--- config.mk ---
export PLATFORM = sky130hd
export DESIGN_NAME = error_capture_flat
export DESIGN_NICKNAME = d
export VERILOG_FILES = /design/src/rtl/error_capture_if.sv /design/src/rtl/error_capture.sv /design/src/flat_wrapper.sv
export SDC_FILE = /design/constraint.sdc
export NUM_CORES = 2
export LEC_CHECK = 0
export ABC_AREA = 1
export BUFFER_PORTS_ARGS = -buffer_cell sky130_fd_sc_hd__buf_2
export CAP_MARGIN = 10
export CELL_PAD_IN_SITES_DETAIL_PLACEMENT = 0
export CELL_PAD_IN_SITES_GLOBAL_PLACEMENT = 1
export CORE_MARGIN = 2
export CORE_UTILIZATION = 40
export DETAILED_ROUTE_END_ITERATION = 8
export HOLD_SLACK_MARGIN = 0.1
export PLACE_DENSITY = 0.74
export SYNTH_ARGS = -nofsm -noshare
export SYNTH_HDL_FRONTEND = slang
export SYNTH_SLANG_ARGS = --single-unit
export TNS_END_PERCENT = 30
--- constraint.sdc ---
create_clock -name fpga_clk_i -period 5.7 [get_ports fpga_clk_i]
set_clock_uncertainty 0.15 [all_clocks]
set_input_delay 1.14 -clock fpga_clk_i [delete_from_list [all_inputs] [get_ports fpga_clk_i]]
set_output_delay 1.14 -clock fpga_clk_i [all_outputs]
set_load 0.01 [all_outputs]
--- src/rtl/error_capture_if.sv ---
// Bus bundle for the ADPLL phase-error capture buffer: sample input,
// capture control, and the valid/ready readout stream with status.
interface error_capture_if #(
    parameter int ERR_W   = 8,
    parameter int DECIM_W = 8
) ();
    logic               enable_i;
    logic [ERR_W-1:0]   error_i;
    logic               error_valid_i;
    logic [DECIM_W-1:0] decim_i;
    logic [1:0]         trig_mode_i;
    logic [ERR_W-1:0]   trig_thresh_i;
    logic               arm_i;
    logic               abort_i;
    logic               rd_ready_i;
    logic               rd_valid_o;
    logic [ERR_W-1:0]   rd_data_o;
    logic               rd_last_o;
    logic [1:0]         state_o;
    logic [ERR_W-1:0]   max_abs_o;

    // Producer/consumer side (ADPLL control logic or a bench)
    modport master (
        output enable_i, error_i, error_valid_i, decim_i, trig_mode_i,
               trig_thresh_i, arm_i, abort_i, rd_ready_i,
        input  rd_valid_o, rd_data_o, rd_last_o, state_o, max_abs_o
    );

    // Capture block side
    modport slave (
        input  enable_i, error_i, error_valid_i, decim_i, trig_mode_i,
               trig_thresh_i, arm_i, abort_i, rd_ready_i,
        output rd_valid_o, rd_data_o, rd_last_o, state_o, max_abs_o
    );
endinterface

--- src/rtl/error_capture.sv ---
// Triggerable capture buffer for ADPLL phase-error samples.
// Arm -> wait for trigger -> store DEPTH decimated samples -> stream them
// out oldest first over valid/ready, while tracking the peak |error|.
module error_capture #(
    parameter int ERR_W      = 8,
    parameter int DEPTH_LOG2 = 8,
    parameter int DECIM_W    = 8
) (
    input  logic          fpga_clk_i,
    input  logic          reset_i,
    error_capture_if.slave bus
);
    localparam int DEPTH = 1 << DEPTH_LOG2;
    localparam logic [DEPTH_LOG2-1:0] WR_LAST = '1;
    localparam logic [DEPTH_LOG2:0]   RD_LAST = {1'b0, {DEPTH_LOG2{1'b1}}};

    typedef enum logic [1:0] {
        ST_IDLE    = 2'd0,
        ST_ARMED   = 2'd1,
        ST_CAPTURE = 2'd2,
        ST_READOUT = 2'd3
    } state_t;

    state_t state_reg, state_next;

    // Capture configuration, frozen at arm time
    logic [DECIM_W-1:0]    decim_reg;
    logic [1:0]            mode_reg;
    logic [ERR_W-1:0]      thresh_reg;

    logic [DECIM_W-1:0]    decim_cnt_reg;
    logic                  prev_valid_reg;
    logic                  prev_sign_reg;
    logic [DEPTH_LOG2-1:0] wr_ptr_reg;
    // Fetch pointer; reaching DEPTH means every sample has been fetched
    logic [DEPTH_LOG2:0]   rd_ptr_reg;
    logic [ERR_W-1:0]      max_abs_reg;
    logic                  rd_valid_reg;
    logic                  rd_last_reg;

    logic [ERR_W-1:0]      mem [DEPTH];
    logic [ERR_W-1:0]      rd_q;

    logic                  arm_go;
    logic                  strobe;
    logic                  accept;
    logic [ERR_W-1:0]      err_abs;
    logic                  err_sign;
    logic                  trig_hit;
    logic                  rd_fire;
    logic                  wr_en;
    logic [DEPTH_LOG2-1:0] wr_addr;
    logic                  rd_load;

    assign err_sign = bus.error_i[ERR_W-1];
    // Two's-complement magnitude; the most negative value maps to 2^(ERR_W-1)
    assign err_abs  = err_sign ? (~bus.error_i + ERR_W'(1)) : bus.error_i;

    assign arm_go   = (state_reg == ST_IDLE) && bus.arm_i && !bus.abort_i;
    assign strobe   = bus.enable_i && bus.error_valid_i && !bus.abort_i &&
                      ((state_reg == ST_ARMED) || (state_reg == ST_CAPTURE));
    assign accept   = strobe && (decim_cnt_reg == '0);
    assign rd_fire  = rd_valid_reg && bus.rd_ready_i;

    // Trigger condition evaluated against the mode latched at arm time
    always_comb begin
        trig_hit = 1'b1;
        case (mode_reg)
            2'd1:    trig_hit = (err_abs >= thresh_reg);
            2'd2:    trig_hit = prev_valid_reg && (err_sign != prev_sign_reg);
            default: trig_hit = 1'b1;
        endcase
    end

    // State register
    always_ff @(posedge fpga_clk_i or posedge reset_i) begin
        if (reset_i) begin
            state_reg <= ST_IDLE;
        end else begin
            state_reg <= state_next;
        end
    end

    // Next-state plus buffer write/read strobes; abort overrides everything
    always_comb begin
        state_next = state_reg;
        wr_en      = 1'b0;
        wr_addr    = wr_ptr_reg;
        rd_load    = 1'b0;
        if (bus.abort_i) begin
            state_next = ST_IDLE;
        end else begin
            case (state_reg)
                ST_IDLE: begin
                    if (bus.arm_i) begin
                        state_next = ST_ARMED;
                    end
                end
                ST_ARMED: begin
                    if (accept && trig_hit) begin
                        wr_en      = 1'b1;
                        wr_addr    = '0;
                        state_next = ST_CAPTURE;
                    end
                end
                ST_CAPTURE: begin
                    if (accept) begin
                        wr_en = 1'b1;
                        if (wr_ptr_reg == WR_LAST) begin
                            state_next = ST_READOUT;
                        end
                    end
                end
                ST_READOUT: begin
                    // Fetch the next sample whenever the output slot is free
                    // or being consumed this cycle, giving one beat per cycle.
                    rd_load = !rd_ptr_reg[DEPTH_LOG2] &&
                              (!rd_valid_reg || bus.rd_ready_i);
                    if (rd_fire && rd_last_reg) begin
                        state_next = ST_IDLE;
                    end
                end
                default: state_next = ST_IDLE;
            endcase
        end
    end

    // Latch capture configuration on arm
    always_ff @(posedge fpga_clk_i or posedge reset_i) begin
        if (reset_i) begin
            decim_reg  <= '0;
            mode_reg   <= '0;
            thresh_reg <= '0;
        end else if (arm_go) begin
            decim_reg  <= bus.decim_i;
            mode_reg   <= bus.trig_mode_i;
            thresh_reg <= bus.trig_thresh_i;
        end
    end

    // Decimation counter: accept when zero, then reload; else count down
    always_ff @(posedge fpga_clk_i or posedge reset_i) begin
        if (reset_i) begin
            decim_cnt_reg <= '0;
        end else if (arm_go) begin
            decim_cnt_reg <= '0;
        end else if (strobe) begin
            if (decim_cnt_reg == '0) begin
                decim_cnt_reg <= decim_reg;
            end else begin
                decim_cnt_reg <= decim_cnt_reg - DECIM_W'(1);
            end
        end
    end

    // Remember sign of the previous accepted sample for the sign-change trigger
    always_ff @(posedge fpga_clk_i or posedge reset_i) begin
        if (reset_i) begin
            prev_valid_reg <= 1'b0;
            prev_sign_reg  <= 1'b0;
        end else if (arm_go) begin
            prev_valid_reg <= 1'b0;
            prev_sign_reg  <= 1'b0;
        end else if (accept && (state_reg == ST_ARMED)) begin
            prev_valid_reg <= 1'b1;
            prev_sign_reg  <= err_sign;
        end
    end

    // Write pointer and running peak magnitude of stored samples
    always_ff @(posedge fpga_clk_i or posedge reset_i) begin
        if (reset_i) begin
            wr_ptr_reg  <= '0;
            max_abs_reg <= '0;
        end else if (arm_go) begin
            wr_ptr_reg  <= '0;
            max_abs_reg <= '0;
        end else if (wr_en) begin
            wr_ptr_reg <= wr_addr + DEPTH_LOG2'(1);
            if (err_abs > max_abs_reg) begin
                max_abs_reg <= err_abs;
            end
        end
    end

    // Readout fetch pointer and output valid/last flags
    always_ff @(posedge fpga_clk_i or posedge reset_i) begin
        if (reset_i) begin
            rd_ptr_reg   <= '0;
            rd_valid_reg <= 1'b0;
            rd_last_reg  <= 1'b0;
        end else begin
            if (arm_go) begin
                rd_ptr_reg <= '0;
            end else if (rd_load) begin
                rd_ptr_reg <= rd_ptr_reg + (DEPTH_LOG2 + 1)'(1);
            end

            if (bus.abort_i || (state_reg != ST_READOUT)) begin
                rd_valid_reg <= 1'b0;
                rd_last_reg  <= 1'b0;
            end else if (rd_load) begin
                rd_valid_reg <= 1'b1;
                rd_last_reg  <= (rd_ptr_reg == RD_LAST);
            end else if (rd_fire) begin
                rd_valid_reg <= 1'b0;
                rd_last_reg  <= 1'b0;
            end
        end
    end

    // Sample buffer write port
    always_ff @(posedge fpga_clk_i) begin
        if (wr_en) begin
            mem[wr_addr] <= bus.error_i;
        end
    end

    // Sample buffer registered read port; only advances on a fetch so the
    // presented word holds while the consumer stalls
    always_ff @(posedge fpga_clk_i) begin
        if (rd_load) begin
            rd_q <= mem[rd_ptr_reg[DEPTH_LOG2-1:0]];
        end
    end

    // Data is forced to zero when nothing is presented so reset clears it
    assign bus.rd_data_o  = rd_valid_reg ? rd_q : '0;
    assign bus.rd_valid_o = rd_valid_reg;
    assign bus.rd_last_o  = rd_last_reg;
    assign bus.state_o    = state_reg;
    assign bus.max_abs_o  = max_abs_reg;
endmodule

--- src/flat_wrapper.sv ---
// flat-port wrapper written by rule: the top's interface ports become plain ports
module error_capture_flat 
#(
    parameter int ERR_W      = 8,
    parameter int DEPTH_LOG2 = 8,
    parameter int DECIM_W    = 8
)
  (fpga_clk_i, reset_i, bus_enable_i, bus_error_i, bus_error_valid_i, bus_decim_i, bus_trig_mode_i, bus_trig_thresh_i, bus_arm_i, bus_abort_i, bus_rd_ready_i, bus_rd_valid_o, bus_rd_data_o, bus_rd_last_o, bus_state_o, bus_max_abs_o);
  error_capture_if #(.ERR_W(ERR_W), .DECIM_W(DECIM_W)) bus_i ();
  input  logic fpga_clk_i;
  input  logic reset_i;
  input wire logic [$bits(bus_i.enable_i)-1:0] bus_enable_i;
  input wire logic [$bits(bus_i.error_i)-1:0] bus_error_i;
  input wire logic [$bits(bus_i.error_valid_i)-1:0] bus_error_valid_i;
  input wire logic [$bits(bus_i.decim_i)-1:0] bus_decim_i;
  input wire logic [$bits(bus_i.trig_mode_i)-1:0] bus_trig_mode_i;
  input wire logic [$bits(bus_i.trig_thresh_i)-1:0] bus_trig_thresh_i;
  input wire logic [$bits(bus_i.arm_i)-1:0] bus_arm_i;
  input wire logic [$bits(bus_i.abort_i)-1:0] bus_abort_i;
  input wire logic [$bits(bus_i.rd_ready_i)-1:0] bus_rd_ready_i;
  output wire logic [$bits(bus_i.rd_valid_o)-1:0] bus_rd_valid_o;
  output wire logic [$bits(bus_i.rd_data_o)-1:0] bus_rd_data_o;
  output wire logic [$bits(bus_i.rd_last_o)-1:0] bus_rd_last_o;
  output wire logic [$bits(bus_i.state_o)-1:0] bus_state_o;
  output wire logic [$bits(bus_i.max_abs_o)-1:0] bus_max_abs_o;
  assign bus_i.enable_i = bus_enable_i;
  assign bus_i.error_i = bus_error_i;
  assign bus_i.error_valid_i = bus_error_valid_i;
  assign bus_i.decim_i = bus_decim_i;
  assign bus_i.trig_mode_i = bus_trig_mode_i;
  assign bus_i.trig_thresh_i = bus_trig_thresh_i;
  assign bus_i.arm_i = bus_arm_i;
  assign bus_i.abort_i = bus_abort_i;
  assign bus_i.rd_ready_i = bus_rd_ready_i;
  assign bus_rd_valid_o = bus_i.rd_valid_o;
  assign bus_rd_data_o = bus_i.rd_data_o;
  assign bus_rd_last_o = bus_i.rd_last_o;
  assign bus_state_o = bus_i.state_o;
  assign bus_max_abs_o = bus_i.max_abs_o;
  error_capture #(.ERR_W(ERR_W), .DEPTH_LOG2(DEPTH_LOG2), .DECIM_W(DECIM_W)) u_core (.fpga_clk_i(fpga_clk_i), .reset_i(reset_i), .bus(bus_i));
endmodule
==> impl_metrics.tcl <==
set metrics [dict create \
    cts.repair_timing.setup_buffer_count 0 \
    tritoncts.num_buffers 209 \
    worst_slew_pin_slew_ps 1190 \
    vdd_ir_drop_max_mv 0.402 \
    standard_cell_row_count 170 \
    synth-seq-cells 2113 \
    utilization_pct 44.9 \
    critPathMaxFanout 21 \
    holdBufCountCts 0 \
    routabilityCongestion 0.884 \
    worstRegToRegCells 13 \
    slew-limit-headroom_pct 20.5 \
    yosys.area.top_type "sky130_fd_sc_hd__edfxtp_1" \
    power.static_leakage_uw 0.0318 \
    fin_worst_hold_slack_ps 315 \
    yosys_warnings 0 \
    fin_ws_ps 749 \
    timing_max_transition_violations_final 0 \
    final_hold_viol_count 0 \
    hold_path_class "reg -> reg" \
    ios 53 \
    tritoncts_clock_tree "yes" \
    die_w_um 469 \
    grt.total_usage_pct 22.6 \
    grt_antenna_before_repair 10 \
    groute.layer.met2.usage_pct 36.6 \
    grtUsageMet3_pct 3.95 \
    p_int_uw 26800 \
    grt_first_pass_wirelength_mm 365 \
    cts_root_buf "sky130_fd_sc_hd__clkbuf_16" \
    async_flop_share_pct 2.70 \
    place.detailed.hpwl_mm 151 \
    placeable_area_mm2 0.215 \
    via_per_inst 5.61 \
    dpl_worst_slack_ps -87.4 \
    die-height_um 469 \
    totalWireLength_mm 252 \
    worst_skew_pair.late_latency_ps 870 \
    power.combinational.fraction_pct 20.6 \
    layout_min_cycle_time_ps 4950 \
    syn-num-nets 7183 \
    endpoint_kind "register" \
    synth_area_per_cell_um2 12.1 \
    synth.cells.most_frequent "sky130_fd_sc_hd__edfxtp_1, sky130_fd_sc_hd__nor2_1, sky130_fd_sc_hd__o21ai_0" \
    clockPowerShare_pct 34.9 \
    grt_pass1_vias 55341 \
    design.final.nets 7146 \
    clk_path_buf_depth 3 \
    max_cap_violations 0 \
    outcome "finished, final reports clean" \
    grt_most_used_layer "met2" \
    ctsHtreeMaxLevel 4 \
    netlist_instances 7121 \
    cp_data_arrival_time_ps 5290 \
    port_buffers 52 \
    power-per-cell-area_mw_per_mm2 402 \
    floorplan.die_area_mm2 0.220 \
    area_growth_syn_to_layout_pct 11.7 \
    average_wire_per_standard_cell_um 25.0 \
    global_route.overflow_total 0 \
    seq_area_frac_synth_pct 73.0 \
    ys_dominant_reg_cell "sky130_fd_sc_hd__edfxtp_1" \
    pin_count_of_the_biggest_net_entering_global_routing 204 \
    detailedRoute.firstIterationViolations 7006 \
    pre_repair_dr_iteration_count 6 \
    hold_path_depth 1 \
    synth_top_cells_by_area "sky130_fd_sc_hd__edfxtp_1, sky130_fd_sc_hd__nor2_1, sky130_fd_sc_hd__o21ai_0, sky130_fd_sc_hd__nand2_1, sky130_fd_sc_hd__o211ai_1" \
    critical_path_class "in -> reg" \
    yosys.area.top_type_share_pct 71.4 \
    clock_sinks 2113 \
    clk_pin_slew_worst_paths_ps 60 \
    cts_resized 0 \
    rsz0062_at_grt "false" \
    antenna_left 0 \
    max_freq_mhz 202 \
    synth_edf_count 2056 \
    effective_utilization_at_floorplan_pct 40.3 \
    largest_reg_flops 2048 \
    drc_errors 0 \
    min_period_over_period_pct 86.9 \
    fin_setup_tns_ps 0 \
    synth.most_common_cell "sky130_fd_sc_hd__edfxtp_1" \
    cp-start-kind "primary input" \
    switching_share_pct 31.0 \
    netSwitchingPower_uw 12000 \
    required_ps 6030 \
    netlist_area_mm2 0.0865 \
    post_route_cells_drive_above_1_share_pct 8.20 \
    globalRouteMet1Util_pct 30.4 \
    num_vias 56672 \
    setup_violating_endpoint_count_in_the_final_report 0 \
    synthDistinctLibCells 48 \
    pwr-share-seq_pct 44.6 \
]
==> cells in the final DEF (no fill, tap or decap), types with 5 or more instances in the layout <==
cell type / n
sky130_fd_sc_hd__nor2_1: 1699
sky130_fd_sc_hd__buf_12: 28
sky130_fd_sc_hd__inv_1: 134
sky130_fd_sc_hd__nand3_4: 18
sky130_fd_sc_hd__clkinvlp_4: 15
sky130_fd_sc_hd__inv_6: 5
sky130_fd_sc_hd__nor3_1: 6
sky130_fd_sc_hd__nand2_2: 6
sky130_fd_sc_hd__buf_8: 8
sky130_fd_sc_hd__o21ai_0: 1107
sky130_fd_sc_hd__a31oi_1: 7
sky130_fd_sc_hd__nand3_1: 326
sky130_fd_sc_hd__nand2_1: 640
sky130_fd_sc_hd__dfrtp_1: 53
sky130_fd_sc_hd__ha_1: 29
sky130_fd_sc_hd__o21ai_1: 16
sky130_fd_sc_hd__o211ai_1: 250
sky130_fd_sc_hd__xor2_1: 7
sky130_fd_sc_hd__buf_4: 147
sky130_fd_sc_hd__buf_2: 44
sky130_fd_sc_hd__o22ai_1: 113
sky130_fd_sc_hd__clkbuf_16: 209
sky130_fd_sc_hd__nand4_1: 7
sky130_fd_sc_hd__a21oi_1: 100
sky130_fd_sc_hd__clkinv_1: 55
sky130_fd_sc_hd__edfxtp_1: 2056
sky130_fd_sc_hd__nor2_4: 7
sky130_fd_sc_hd__bufinv_16: 18
sky130_fd_sc_hd__clkinv_16: 6
sky130_fd_sc_hd__or2_2: 15
sky130_fd_sc_hd__clkbuf_1: 40
sky130_fd_sc_hd__clkinv_8: 6
sky130_fd_sc_hd__nor2_2: 8
sky130_fd_sc_hd__clkinv_2: 29
==> worst max-delay path, cell delays in order <==
cell and delay (ps):
sky130_fd_sc_hd__buf_8 130, sky130_fd_sc_hd__inv_1 100, sky130_fd_sc_hd__ha_1 140, sky130_fd_sc_hd__inv_1 50, sky130_fd_sc_hd__nor2_1 130, sky130_fd_sc_hd__nand2_1 90, sky130_fd_sc_hd__o31ai_1 270, sky130_fd_sc_hd__xnor2_1 190
sky130_fd_sc_hd__ha_1 270, sky130_fd_sc_hd__nand2_1 100, sky130_fd_sc_hd__a21oi_1 50, sky130_fd_sc_hd__nor2_1 90, sky130_fd_sc_hd__nand3_1 90, sky130_fd_sc_hd__nand2_1 60, sky130_fd_sc_hd__nand2_1 110, sky130_fd_sc_hd__nand3_4 140
sky130_fd_sc_hd__buf_4 300, sky130_fd_sc_hd__nand2_1 130, sky130_fd_sc_hd__nor2_2 440, sky130_fd_sc_hd__nand2_2 500, sky130_fd_sc_hd__nor2_1 700
==> routing by layer <==
metal  up-vias  share of wire, %
met3       456               8.3
met1     28148                41
met4         8               4.0
met2      2603                47
met5         -             0.023
li1      25457                 -
==> path summary, 6_finish.rpt <==
kind | slack (ps) | end | from
setup / recovery | 750 | u_core.mem[168][2]$_DFFE_PP_ | bus_error_i[0]
hold / removal | 320 | u_core.bus.rd_valid_o$_DFFE_PP0P_ | u_core.rd_ptr_reg[8]$_DFFE_PP0P_
setup reg to reg | 1630 | u_core.mem[168][2]$_DFFE_PP_ | u_core.thresh_reg[7]$_DFFE_PP0P_
hold reg to reg | 320 | u_core.bus.rd_valid_o$_DFFE_PP0P_ | u_core.rd_ptr_reg[8]$_DFFE_PP0P_
max in group asynchronous | 4390 | u_core.rd_ptr_reg[4]$_DFFE_PP0P_ | reset_i
min in group asynchronous | 360 | u_core.decim_cnt_reg[3]$_DFFE_PP0P_ | reset_i
==> area by class of cell <==
type	instances	area (um2)
well taps	2838	3550
inverters	145	569
repair buffers	227	2000
diodes	2	5.00
fillers	19331	118000
clock buffers	249	5380
clock inverters	137	1390
multi-input cells	4388	20500
flip-flops and latches	2113	63200
==> cell families (layout without fill, tap and decap cells) <==
group	Yosys count	count (layout)	share of synthesized area, %
AO/OA/AOI/OAI	1608	1608	10.3
XOR/XNOR	10	10	0.101
adder cells (fa/ha/maj)	29	29	0.420
buffers and inverters	620	758	3.29
flip-flops	2113	2113	73.0
other	0	2	0
AND/OR/NAND/NOR	2741	2741	12.9
==> power by group through the flow <==
stage | clock [uW] | sequential [uW] | combinational (uW)
finish | 13600 | 17300 | 7990
global route | 14300 | 17300 | 8790
CTS | 13700 | 17300 | 7960
detailed placement | 0 | 17600 | 7930
global placement | 0 | 17600 | 7920
floorplan | 0 | 17500 | 5370
==> per-stage QoR <==
| step | cell area (um2) | std cells | power [uW] |
|---|---|---|---|
| 3_5_place_dp | 89800 | 9711 | 25600 |
| 3_3_place_gp | 89800 | 9711 | 25600 |
| 4_1_cts | 96600 | 10097 | 39000 |
| 6_report | 96600 | 10099 | 38900 |
| 5_1_grt | 96600 | 10098 | 40400 |
| 2_1_floorplan | 86500 | 7121 | 22900 |
(Power assumes the default switching activity.)
